## src/rtl/mem_arbiter.sv

```systemverilog
// Two-port (CPU / loader) arbiter for a single-ported synchronous memory.
// Round-robin or loader-priority arbitration; one access in flight at a time.
module mem_arbiter #(
    parameter int unsigned AWIDTH = 5,
    parameter int unsigned DWIDTH = 8
) (
    input  logic              clk,
    input  logic              rst_,
    input  logic              ldr_mode,
    input  logic              cpu_req,
    input  logic              cpu_we,
    input  logic [AWIDTH-1:0] cpu_addr,
    input  logic [DWIDTH-1:0] cpu_wdata,
    output logic              cpu_gnt,
    output logic              cpu_rvalid,
    output logic [DWIDTH-1:0] cpu_rdata,
    input  logic              ldr_req,
    input  logic              ldr_we,
    input  logic [AWIDTH-1:0] ldr_addr,
    input  logic [DWIDTH-1:0] ldr_wdata,
    output logic              ldr_gnt,
    output logic              ldr_rvalid,
    output logic [DWIDTH-1:0] ldr_rdata,
    output logic              mem_en,
    output logic              mem_we,
    output logic [AWIDTH-1:0] mem_addr,
    output logic [DWIDTH-1:0] mem_wdata,
    input  logic [DWIDTH-1:0] mem_rdata
);

    typedef enum logic [1:0] {IDLE, ACCESS, RD_WAIT} state_t;

    state_t            state, state_nxt;
    logic              last_ldr, last_ldr_nxt;
    logic              pick_ldr;
    logic              mem_en_nxt, mem_we_nxt;
    logic [AWIDTH-1:0] mem_addr_nxt;
    logic [DWIDTH-1:0] mem_wdata_nxt;
    logic              cpu_gnt_nxt, ldr_gnt_nxt;
    logic              cpu_rvalid_nxt, ldr_rvalid_nxt;
    logic [DWIDTH-1:0] cpu_rdata_nxt, ldr_rdata_nxt;

    // last_ldr also identifies the owner of the in-flight access
    always_ff @(posedge clk or negedge rst_) begin
        if (!rst_) begin
            state      <= IDLE;
            last_ldr   <= 1'b1;
            mem_en     <= 1'b0;
            mem_we     <= 1'b0;
            mem_addr   <= '0;
            mem_wdata  <= '0;
            cpu_gnt    <= 1'b0;
            ldr_gnt    <= 1'b0;
            cpu_rvalid <= 1'b0;
            ldr_rvalid <= 1'b0;
            cpu_rdata  <= '0;
            ldr_rdata  <= '0;
        end else begin
            state      <= state_nxt;
            last_ldr   <= last_ldr_nxt;
            mem_en     <= mem_en_nxt;
            mem_we     <= mem_we_nxt;
            mem_addr   <= mem_addr_nxt;
            mem_wdata  <= mem_wdata_nxt;
            cpu_gnt    <= cpu_gnt_nxt;
            ldr_gnt    <= ldr_gnt_nxt;
            cpu_rvalid <= cpu_rvalid_nxt;
            ldr_rvalid <= ldr_rvalid_nxt;
            cpu_rdata  <= cpu_rdata_nxt;
            ldr_rdata  <= ldr_rdata_nxt;
        end
    end

    always_comb begin
        state_nxt = state;
        case (state)
            IDLE:    if (cpu_req || ldr_req) state_nxt = ACCESS;
            ACCESS:  state_nxt = mem_we ? IDLE : RD_WAIT;
            RD_WAIT: state_nxt = IDLE;
            default: state_nxt = IDLE;
        endcase
    end

    always_comb begin
        if (ldr_mode)
            pick_ldr = ldr_req;
        else if (ldr_req && cpu_req)
            pick_ldr = ~last_ldr;
        else
            pick_ldr = ldr_req;
    end

    always_comb begin
        last_ldr_nxt   = last_ldr;
        mem_en_nxt     = 1'b0;
        mem_we_nxt     = 1'b0;
        mem_addr_nxt   = mem_addr;
        mem_wdata_nxt  = mem_wdata;
        cpu_gnt_nxt    = 1'b0;
        ldr_gnt_nxt    = 1'b0;
        cpu_rvalid_nxt = 1'b0;
        ldr_rvalid_nxt = 1'b0;
        cpu_rdata_nxt  = cpu_rdata;
        ldr_rdata_nxt  = ldr_rdata;
        case (state)
            IDLE: begin
                if (cpu_req || ldr_req) begin
                    last_ldr_nxt  = pick_ldr;
                    mem_en_nxt    = 1'b1;
                    mem_we_nxt    = pick_ldr ? ldr_we    : cpu_we;
                    mem_addr_nxt  = pick_ldr ? ldr_addr  : cpu_addr;
                    mem_wdata_nxt = pick_ldr ? ldr_wdata : cpu_wdata;
                    cpu_gnt_nxt   = ~pick_ldr;
                    ldr_gnt_nxt   = pick_ldr;
                end
            end
            ACCESS: begin
                // keep mem_we visible for the ACCESS exit decision only; strobe drops
                mem_we_nxt = 1'b0;
            end
            RD_WAIT: begin
                if (last_ldr) begin
                    ldr_rdata_nxt  = mem_rdata;
                    ldr_rvalid_nxt = 1'b1;
                end else begin
                    cpu_rdata_nxt  = mem_rdata;
                    cpu_rvalid_nxt = 1'b1;
                end
            end
            default: ;
        endcase
    end

endmodule

```

## config.mk

```make
export PLATFORM = sky130hd
export DESIGN_NAME = mem_arbiter
export DESIGN_NICKNAME = d
export VERILOG_FILES = /design/src/rtl/mem_arbiter.sv
export SDC_FILE = /design/constraint.sdc
export NUM_CORES = 1
export LEC_CHECK = 0
export ABC_AREA = 1
export BUFFER_PORTS_ARGS = -buffer_cell sky130_fd_sc_hd__buf_2
export CORE_UTILIZATION = 36
export CTS_BUF_LIST = sky130_fd_sc_hd__clkbuf_4 sky130_fd_sc_hd__clkbuf_8
export CTS_CLUSTER_SIZE = 10
export DETAILED_ROUTE_END_ITERATION = 8
export HOLD_SLACK_MARGIN = 0.15
export PLACE_DENSITY_LB_ADDON = 0.2
export SYNTH_ARGS = -nofsm -noshare
export SYNTH_HDL_FRONTEND = slang
export SYNTH_SLANG_ARGS = --single-unit
export TNS_END_PERCENT = 20
```

## constraint.sdc

```tcl
create_clock -name clk -period 3 [get_ports clk]
set_input_delay 0.3 -clock clk [delete_from_list [all_inputs] [get_ports clk]]
set_output_delay 0.3 -clock clk [all_outputs]
set_load 0.03 [all_outputs]
```

# Yosys cells after proc, flatten, opt, wreduce, memory -nomap -nowiden
# Index checks and enable logic that the tools add are counted.
[totals]
register_bits = 38
input_bits = 41
output_inout_bits = 35
word_cells = 43
[op_classes]
eq_ne = 3
n_mux = 20
n_bitwise = 2
n_reduce_logical = 6
[op_table]
columns = ["op", "n"]
rows = [
  ["1-bit two-way mux", 15],
  ["8-bit two-way mux", 1],
  ["2-bit AND reduction", 3],
  ["5-bit two-way mux", 1],
  ["2-bit two-way mux", 2],
  ["2-bit one-hot mux with 2 select lines", 1],
  ["2-bit by 1-bit equality test with 1-bit output (second input constant)", 1],
  ["2-bit equality test (second input constant)", 1],
  ["2-bit zero test", 1],
  ["2-bit != test (second input constant)", 1],
  ["1-bit NOT", 2],
  ["1-bit logical AND", 1],
  ["1-bit logical OR", 1],
]

# Logic depth before layout (Yosys ltp)
[logic_depth]
word_depth = 6
depth_mapped = 7
depth_no_buf = 6

# Worst setup path after synthesis
# OpenSTA, ideal clock, no wires.
[synth_path]
path_kind = "register to register"
start = "reg last_ldr"
end = "reg mem_addr[0]"
setup_ns = 0.118
arrival_time_ns = 1.089
required_ns = 2.882
setup_slack_ns = 1.794
stages_incl_launch_ff = 7
path_buffers = 1
synth_period_minus_slack_ns = 1.206
cell_sequence = "dfstp_2 > nand3_2 > nand2_1 > buf_6 > nand2_1 > nand3_1 > nand2_1"
[synth_via]
elab_chain_len = 4
[synth_lines]
columns = ["element", "line_no", "rtl"]
rows = [
  ["from (decl)", "34", "logic last_ldr, last_ldr_nxt;"],
  ["from (signal assigned)", "60", "last_ldr <= last_ldr_nxt;"],
  ["1-bit NOT", "88", "pick_ldr = ~last_ldr;"],
  ["1-bit two-way mux", "87", "else if (ldr_req && cpu_req)"],
  ["1-bit two-way mux", "85", "if (ldr_mode)"],
  ["5-bit two-way mux", "111", "mem_addr_nxt = pick_ldr ? ldr_addr : cpu_addr;"],
  ["to (signal assigned)", "63", "mem_addr <= mem_addr_nxt;"],
  ["to (decl)", "26", "output logic [AWIDTH-1:0] mem_addr,"],
]
# No other way between the ends.
# A chain may end at the register's enable or synchronous reset.

# Worst setup path after layout
[layout_path]
start = "reg last_ldr"
end = "reg mem_wdata[3]"
[layout_via]
elab_chain_len = 4
[layout_lines]
columns = ["element", "line_no", "rtl"]
rows = [
  ["1-bit NOT", "88", ""],
  ["1-bit two-way mux", "87", ""],
  ["1-bit two-way mux", "85", ""],
  ["8-bit two-way mux", "112", "mem_wdata_nxt = pick_ldr ? ldr_wdata : cpu_wdata;"],
  ["to (signal assigned)", "64", "mem_wdata <= mem_wdata_nxt;"],
  ["to (decl)", "27", "output logic [DWIDTH-1:0] mem_wdata,"],
]
# No other way between the ends.

==> results.yml <==
yosys:
  syn_inst: 200
  synth-warning-count: 0
  syn_nets: 241
  yosys_register_bits: 38
  synth_area_um2: 1670
  syn_avg_cell_area_um2: 8.33
  ys_types: 15
  yosysSeqAreaShare_pct: 57.1
grt:
  grt_pass1_wl_mm: 5.87
  grt_max_degree: 39
  gr-usage-all-layers_pct: 15.1
  grt_overflow: 0
  antenna_found_initial: 0
  grt_pass1_vias: 1358
pwr:
  leakagePower_nw: 1.33
  ir_drop_mv: 0.393
  power.total_mw: 2.32
  power.density_nw_per_um2: 1080
final_layout:
  area_growth_pct: 28.6
  antenna_cells: 0
  final_cell_mix: "buf_2 (75), nand2_1 (57), inv_1 (41)"
  post-route-util_pct: 48.6
  layout_commonest_cell: "buf_2"
  final_nets: 316
  drive_gt1_share_pct: 31.3
  fill_cells: 456
  finalNonFillerCells: 327
  final_cell_area_um2: 2140
die:
  ioPinCount: 76
  die-area_um2: 4910
  coreArea_um2: 4410
  die_y_um: 70.0
  start_util_pct: 37.8
  die_w_um: 70.0
  std_cell_rows: 24
cts:
  cts-root-buf: "clkbuf_8"
  cts_made_buffers: 5
  clock-sinks: 38
  cts_tree: "built"
  clk_latency_ns: 0.28
  clkTransAtPathRegs_ns: 0.07
  ctsResizeCount: 0
  cts_buffer_depth: 2
  post_cts_buffers: 0
  h-tree-depth: 2
  cts_hold_buf: 1
placement:
  dp_hpwl_mm: 2.44
  dp_cells: 319
  gp_congestion: 0.701
  dpl_cell_area_um2: 2050
  port_buffers: 75
setup_path:
  setup.worst_path.start_class: "flip-flop"
  end_kind: "flip-flop"
  worstPathRequired_ns: 3.17
  crit_path_max_fanout: 15
  critPathKind: "reg2reg"
  crit_arrival_ns: 1.86
min_path:
  holdCritPathClass: "in2reg"
route:
  ant_nets: 0
  drtPass1Iterations: 4
  wl_per_cell_um: 10.6
  drtIter0Drc: 101
  routed_wl_mm: 3.47
  vias_per_cell: 4.32
  drc: 0
  routed-via-count: 1414
timing:
  hold_viol_final: 0
  drv_slew: 0
  setup_violations: 0
  min_period_over_period_pct: 56.2
  relSlewSlack_pct: 44.8
  min_period_ns: 1.68
  fin_skew_ns: 0.00479
  fmax_ghz: 0.594
  setup_tns_ns: 0
  grt_setup_unrepaired: "false"
  tightest_slew_ns: 0.828
status:
  status: "completed"
job:
  max-cap-violations: 0
## state kept, by name, summed over array words and instances (netlist names)
register and flops:
mem_wdata 8, state 2, ldr_rdata 8, mem_en 1, cpu_gnt 1, cpu_rvalid 1
ldr_rvalid 1, mem_addr 5, last_ldr 1, ldr_gnt 1, mem_we 1, cpu_rdata 8
## path summary, 6_finish.rpt
| kind | slack (ns) | start | cells after the start | end |
|---|---|---|---|---|
| hold reg to reg | 0.43 | mem_we | 1 | state[1] |
| hold / removal | 0.26 | cpu_we | 3 | mem_we |
| min in group asynchronous | 0.65 | rst_ | 2 | mem_wdata[2] |
| setup / recovery | 1.32 | last_ldr | 5 | mem_wdata[3] |
| max in group asynchronous | 1.83 | rst_ | 2 | cpu_rdata[3] |
| setup reg to reg | 1.32 | last_ldr | 5 | mem_wdata[3] |
## cell type report
class                      count  area [um^2]  share of cell area (%)
clock buffer                   7         83.8                    3.91
inverter                      42          158                    7.36
multi-input combinational    112          499                    23.3
sequential                    38          952                    44.4
tap                           52         65.1                    3.04
timing repair buffer          76          385                    18.0
## metal layers
| layer | vias up | track usage [%] | part of all wire [%] |
|---|---|---|---|
| met4 | 0 | 7.33 | 1.5 |
| met5 | - | 0 | 0 |
| met3 | 5 | 3.17 | 6.2 |
| met1 | 607 | 19.4 | 48 |
| li1 | 748 | - | - |
| met2 | 54 | 24.4 | 44 |
## per-stage QoR
stage	hold slack (ns)	setup slack (ns)
after floorplan	0.00441	1.79
after global placement	0.428	1.35
after detailed placement	0.421	1.30
after CTS	0.254	1.30
after global routing	0.290	1.11
final	0.256	1.32
## kinds of logic after synthesis
group / after synthesis / share of synthesized area (%)
and+or+nand+nor: 95 / 24.2
buffers and inverters: 50 / 12.9
DFF: 38 / 57.1
AOI/OAI and AO/OA: 17 / 5.78
## cells in the mapped netlist
library cell	number	area (um^2)
nand2_1	57	214
buf_6	3	33.8
nor3_1	1	5.00
nand3_1	28	140
nand3b_1	1	7.51
o21ai_0	16	80.1
o21ai_4	1	16.3
buf_2	4	20.0
clkbuf_1	1	3.75
nor2_1	7	26.3
nand3_2	1	10.0
inv_1	41	154
dfrtp_1	37	926
dfstp_2	1	26.3
inv_2	1	3.75
## power by group
| group | internal (mW) | switching [mW] | leakage [nW] | total [mW] |
|---|---|---|---|---|
| sequential | 0.758 | 0.121 | 0.469 | 0.879 |
| clock | 0.178 | 0.161 | 0.0452 | 0.339 |
| combinational | 0.308 | 0.798 | 0.813 | 1.11 |
## critical path, stage by stage, from the launching register on
cell     delay [ns]
dfstp_2        0.56
nand3_2        0.26
nand2_1        0.48
nand2_1        0.11
nand3_1        0.10
nand2_1        0.06
(Power assumes the default switching activity.)
